--- src/rtl/sym_tx_pkg.sv ---
// sym_tx_pkg: state encoding, next-state and output functions of the driven 8-state symbol FSM
package sym_tx_pkg;
  typedef enum logic [2:0] {ST0, ST1, ST2, ST3, ST4, ST5, ST6, ST3_ALT} st_e;
  function automatic st_e next_st(input st_e s, input logic [1:0] a);
    case (s)
      ST0: next_st = a == 2'b01 ? ST2 : a == 2'b11 ? ST5 : ST1;
      ST1: next_st = a[1] ? ST3 : ST2;
      ST2: next_st = a == 2'b00 ? ST0 : a == 2'b01 ? ST4 : a == 2'b10 ? ST3_ALT : ST3;
      ST3: next_st = a == 2'b11 ? ST5 : ST2;
      ST4: next_st = a == 2'b01 ? ST3 : a == 2'b11 ? ST5 : ST2;
      ST5: next_st = a == 2'b00 ? ST0 : a == 2'b11 ? ST6 : ST3;
      ST6: next_st = a == 2'b00 ? ST0 : ST3;
      default: next_st = a[0] ? ST3 : ST1;
    endcase
  endfunction
  // the alternate state is indistinguishable from ST3 at the FSM output
  function automatic logic [2:0] st_out(input st_e s);
    return s == ST3_ALT ? 3'd3 : s;
  endfunction
endpackage

--- src/rtl/sym_tx_fifo.sv ---
// sym_fifo: power-of-two circular symbol buffer; caller guarantees no push when full without pop
module sym_fifo #(
  parameter int DEPTH = 16
) (
  input  logic       clk,
  input  logic       reset,
  input  logic       push_i,
  input  logic       pop_i,
  input  logic [1:0] sym_i,
  output logic       full_o,
  output logic       empty_o,
  output logic       last_o,
  output logic [1:0] head_o
);
  localparam int AW = $clog2(DEPTH);
  logic [1:0] mem_q [DEPTH];
  logic [AW-1:0] wp_q, rp_q;
  logic [AW:0] cnt_q;
  always_ff @(posedge clk) begin
    if (reset) begin
      wp_q  <= '0;
      rp_q  <= '0;
      cnt_q <= '0;
    end else begin
      wp_q  <= wp_q + AW'(push_i);
      rp_q  <= rp_q + AW'(pop_i);
      cnt_q <= cnt_q + (AW+1)'(push_i) - (AW+1)'(pop_i);
    end
  end
  always_ff @(posedge clk) if (push_i) mem_q[wp_q] <= sym_i;
  assign full_o  = cnt_q == (AW+1)'(DEPTH);
  assign empty_o = cnt_q == '0;
  assign last_o  = cnt_q == (AW+1)'(1);
  assign head_o  = mem_q[rp_q];
endmodule

--- src/rtl/sym_tx.sv ---
// sym_tx: buffers symbols, plays each for HOLD clocks into an FSM and checks its output against a model
module sym_tx import sym_tx_pkg::*; #(
  parameter int         DEPTH    = 16,
  parameter int         HOLD     = 4,
  parameter logic [1:0] IDLE_SYM = 2'b00
) (
  input  logic       clk,
  input  logic       reset,
  input  logic       wr_en,
  input  logic [1:0] wr_sym,
  input  logic       start,
  input  logic [2:0] saida_in,
  output logic [1:0] a,
  output logic       full,
  output logic       busy,
  output logic       done,
  output logic [2:0] exp_state,
  output logic       err,
  output logic [3:0] err_cnt
);
  logic play_q, done_q, arm_q, err_q;
  logic [3:0] hold_q, cnt_q;
  st_e st_q;
  logic push, pop, fin, mismatch, empty, last;
  logic [1:0] head;
  sym_fifo #(.DEPTH(DEPTH)) u_fifo (
    .clk(clk), .reset(reset), .push_i(push), .pop_i(pop), .sym_i(wr_sym),
    .full_o(full), .empty_o(empty), .last_o(last), .head_o(head)
  );
  assign pop      = play_q && hold_q == 4'(HOLD - 1);
  assign push     = wr_en && (!full || pop);
  // a write landing on the final pop keeps the run going
  assign fin      = pop && last && !push;
  assign mismatch = arm_q && saida_in != st_out(st_q);
  assign a        = play_q ? head : IDLE_SYM;
  always_ff @(posedge clk) begin
    if (reset) begin
      play_q <= 1'b0;
      hold_q <= '0;
      done_q <= 1'b0;
      st_q   <= ST0;
      arm_q  <= 1'b0;
      err_q  <= 1'b0;
      cnt_q  <= '0;
    end else begin
      play_q <= play_q ? !fin : start && !empty;
      hold_q <= (!play_q || pop) ? 4'd0 : hold_q + 4'd1;
      done_q <= fin;
      st_q   <= next_st(st_q, a);
      arm_q  <= 1'b1;
      err_q  <= err_q || mismatch;
      cnt_q  <= cnt_q + 4'(mismatch && cnt_q != 4'd15);
    end
  end
  assign busy      = play_q;
  assign done      = done_q;
  assign exp_state = st_q;
  assign err       = err_q;
  assign err_cnt   = cnt_q;
endmodule

--- config.mk ---
export PLATFORM = sky130hd
export DESIGN_NAME = sym_tx
export DESIGN_NICKNAME = d
export VERILOG_FILES = /design/src/rtl/sym_tx_pkg.sv /design/src/rtl/sym_tx_fifo.sv /design/src/rtl/sym_tx.sv
export SDC_FILE = /design/constraint.sdc
export NUM_CORES = 1
export LEC_CHECK = 0
export CAP_MARGIN = 20
export CORE_ASPECT_RATIO = 0.7
export CORE_MARGIN = 1
export CORE_UTILIZATION = 55
export DETAILED_ROUTE_END_ITERATION = 8
export GPL_ROUTABILITY_DRIVEN = 1
export PLACE_DENSITY = 0.76
export SLEW_MARGIN = 15
export SYNTH_ARGS = -nofsm -noshare
export SYNTH_HDL_FRONTEND = slang
export SYNTH_SLANG_ARGS = --single-unit
--- constraint.sdc ---
create_clock -name clk -period 3.15 [get_ports clk]
set_input_delay 0.4725 -clock clk [delete_from_list [all_inputs] [get_ports clk]]
set_output_delay 0.4725 -clock clk [all_outputs]
set_load 0.05 [all_outputs]
==> run summary <==
======================================================================================================
Proportion of power drawn by flip-flops and latches                                              0.445
Vias in the first global route                                                                    1883
Pin count of the biggest net entering global routing                                                24
Maximum level of the CTS H-tree                                                                      3
Non-filler instance count after layout                                                             350
Post-Syn Area per Cell                                                                       11.31 um2
Static leakage power                                                                          1.232 nW
Crit Path Category                                                                             reg2reg
Core Region                                                                                   4887 um2
Share of synthesized area occupied by flip-flops and latches                                    0.5298
Switching share of power                                                                        0.3106
Placed Cells                                                                                       334
Minimum clock period                                                                          2.927 ns
Hold path depth                                                                                      2
CTS Buf Count                                                                                        9
Worst clock skew                                                                            0.01409 ns
Initial Util                                                                                    0.5876
Number of synthesized flops with an enable pin                                                      32
Part of the power in combinational logic                                                         0.242
Top post-synthesis cells by area                                                          edfxtp_1, dfxtp_1, ha_1, nor2_1, mux4_1
Ratio of total power to cell area                                                         664.5 nW/um2
Fraction of registers with async set/reset                                                           0
Worst vdd rail ir drop                                                                     0.0003470 V
Height of the die                                                                             62.46 um
Number of rows in the core area                                                                     21
Critical Path Fanout Max                                                                            12
Final Max Tran Viols                                                                                 0
Antenna diode count                                                                                  0
Startpoint of the most critical setup path                                                u_fifo.rp_q[0]
Post-route setup TNS                                                                              0 ns
Crit path launch type                                                                         register
Violation count after the first detailed-routing iteration                                          81
Number of buffers added for setup after CTS                                                          0
Share of post-route cells with drive strength above 1                                           0.1139
Global placer's final weighted congestion                                                       0.8574
Global-route wire length before repair                                                        9.011 mm
Clock root buffer                                                                             clkbuf_8
Internal                                                                                      1.518 mW
Largest area contributor in the netlist                                                       edfxtp_1
Area of the mapped netlist                                                                    2872 um2
Clock network latency to the later pin of the worst-skew pair                                  0.34 ns
Final critical-path share of the clock period                                                   0.9293
Clock transition at the register clock pins on the worst setup and hold paths after CTS        0.06 ns
Worst Tran Pin Value                                                                         0.7750 ns
GRT Residual Overflow                                                                                0
I/O Pins                                                                                            22
Die area                                                                                      5519 um2
Fmax achieved                                                                                341.6 MHz
Run status                                                                                finished, final reports clean
Hold_buf cts                                                                                         0
Final Routed Wirelength                                                                       5.322 mm
Arrival time reported for the critical path endpoint                                           3.13 ns
Number of buffers on the longest clock path                                                          2
Total of max-cap violations                                                                          0
# DRC                                                                                                0
Commonest cells post-synth                                                                nor2_1, edfxtp_1, dfxtp_1
Share of Yosys cell area claimed by the top area cell type                                      0.3346
Hold Crit Class                                                                                reg2reg
Finish-stage setup viols                                                                             0
Hold violation total from the final report                                                           0
Area grow syn2layout                                                                            15.42%
Count of cells resized by post-cts repair                                                            0
Mapped Cells                                                                                       254
Via/cell ratio                                                                                   5.460
Proportion of power drawn by the clock network                                                   0.313
Unrepaired setup endpoints after global routing                                                     no
Number of buffer cells added on primary ports                                                       21
Most repeated cell in the gate-level netlist after synthesis                                    nor2_1
Count of antenna-violating nets left after detailed routing                                          0
Critical R2R Capture                                                                      exp_state[1]
Reg2Reg Setup Slack                                                                            0.22 ns
Synth Register Bits                                                                                 60
Worst Path Required                                                                            3.35 ns
Average wire per cell in the routed design                                                    15.21 um
Max-slew headroom                                                                               0.4768
Initial antenna violation count                                                                      0
Switching pwr                                                                                0.6840 mW
Clock tree from TritonCTS                                                                        built
Capture point of the worst path                                                           exp_state[1]
Via total after detailed routing                                                                  1911
Critical Path End Type                                                                        register
Die outline width                                                                             88.36 um
Total Routing Usage GR                                                                          0.2230
Primary FF master, synth                                                                      edfxtp_1
Launch instance of the worst register-to-register path                                    u_fifo.rp_q[0]
Number of cells traversed by the worst register-to-register path                                    10
Synthesis warning total                                                                              0
Syn nets                                                                                           281
Total iterations of the first detailed-routing run                                                   4
Number of distinct library cells after synthesis                                                    52
Final Net Count                                                                                    303
Estimated wirelength of the detail-placed design                                              3.802 mm
Number of clock sinks seen by CTS                                                                   60
======================================================================================================
-- flip-flops by register name (all words and copies together) (netlist names) --
signal and count:
busy 1, err 1, err_cnt 4, exp_state 3, u_fifo.wp_q 4, arm_q 1
u_fifo.cnt_q 5, u_fifo.mem_q 32, u_fifo.rp_q 4, hold_q 4, done 1
-- logic make-up (layout without fill, tap and decap cells) --
group	Yosys count	count (layout)	share of synthesized area
adder cells (fa/ha/maj)	18	18	0.08104
AO/OA/AOI/OAI	32	32	0.07974
buffers and inverters	31	58	0.05011
flip-flops	60	60	0.5298
multiplexers	10	10	0.05839
AND/OR/NAND/NOR	89	89	0.1582
XOR/XNOR	14	14	0.04270
-- how the worst min path moves through the flow --
stage,end,start
after global routing,err,err
after floorplan,hold_q[0],hold_q[0]
final,err,err
after CTS,err,err
after detailed placement,err,err
after global placement,err,err
-- area by class of cell --
type / count / area (um2)
Clock buffer: 12 / 155.1
Clock inverter: 4 / 48.80
Fill cell: 383 / 1573
Inverter: 18 / 67.56
Multi-Input combinational cell: 163 / 1206
Sequential cell: 60 / 1523
Tap cell: 69 / 86.33
Timing Repair Buffer: 24 / 227.7
-- stage by stage --
stage	hold WS [ns]	power, mW	instance area (um2)	setup WS (ns)	utilization
2_1_floorplan	0.4175	1.386	2872	0.3174	-
3_3_place_gp	0.4345	1.510	3109	0.2679	0.6362
3_5_place_dp	0.4456	1.523	3109	0.09780	0.6362
4_1_cts	0.4561	2.218	3313	0.08263	0.6779
5_1_grt	0.4667	2.322	3314	0.02376	0.6782
6_report	0.4491	2.202	3314	0.2228	0.6782
-- worst max-delay path, stage by stage, from the launching register on --
cell	delay (ns)
dfxtp_2	0.49
mux4_1	0.61
o22ai_1	0.16
nor3b_1	0.09
o21ai_2	0.24
inv_1	0.13
ha_1	0.25
o31ai_1	0.21
nor2_1	0.07
a2111oi_0	0.47
a211oi_2	0.08
-- power groups by stage --
| stage | clock [mW] | sequential (mW) | combinational (mW) |
|---|---|---|---|
| after CTS | 0.704 | 0.978 | 0.536 |
| after floorplan | 0 | 1.01 | 0.377 |
| after global placement | 0 | 0.993 | 0.517 |
| final | 0.689 | 0.980 | 0.534 |
| after detailed placement | 0 | 0.995 | 0.528 |
| after global routing | 0.735 | 0.991 | 0.596 |
-- placed cells by master, fill, tap and decap left out, types with 6 or more instances in the layout --
| cell | n |
|---|---|
| dfxtp_1 | 27 |
| xnor2_1 | 6 |
| nor3_1 | 8 |
| nand2_1 | 8 |
| clkdlybuf4s50_1 | 19 |
| ha_1 | 17 |
| nor2_1 | 39 |
| xor2_1 | 8 |
| a21oi_1 | 8 |
| inv_1 | 18 |
| edfxtp_1 | 32 |
| clkbuf_8 | 11 |
| nor2b_1 | 8 |
-- routing by layer --
metal | share of wire | wire length (um) | up-vias | GRT usage
li1 | - | - | 944 | -
met1 | 0.49 | 2613 | 915 | 0.3043
met2 | 0.44 | 2331 | 38 | 0.3212
met3 | 0.046 | 246 | 14 | 0.06869
met4 | 0.024 | 130 | 0 | 0.1109
met5 | 0 | 0 | - | 0
(Power assumes the default switching activity.)
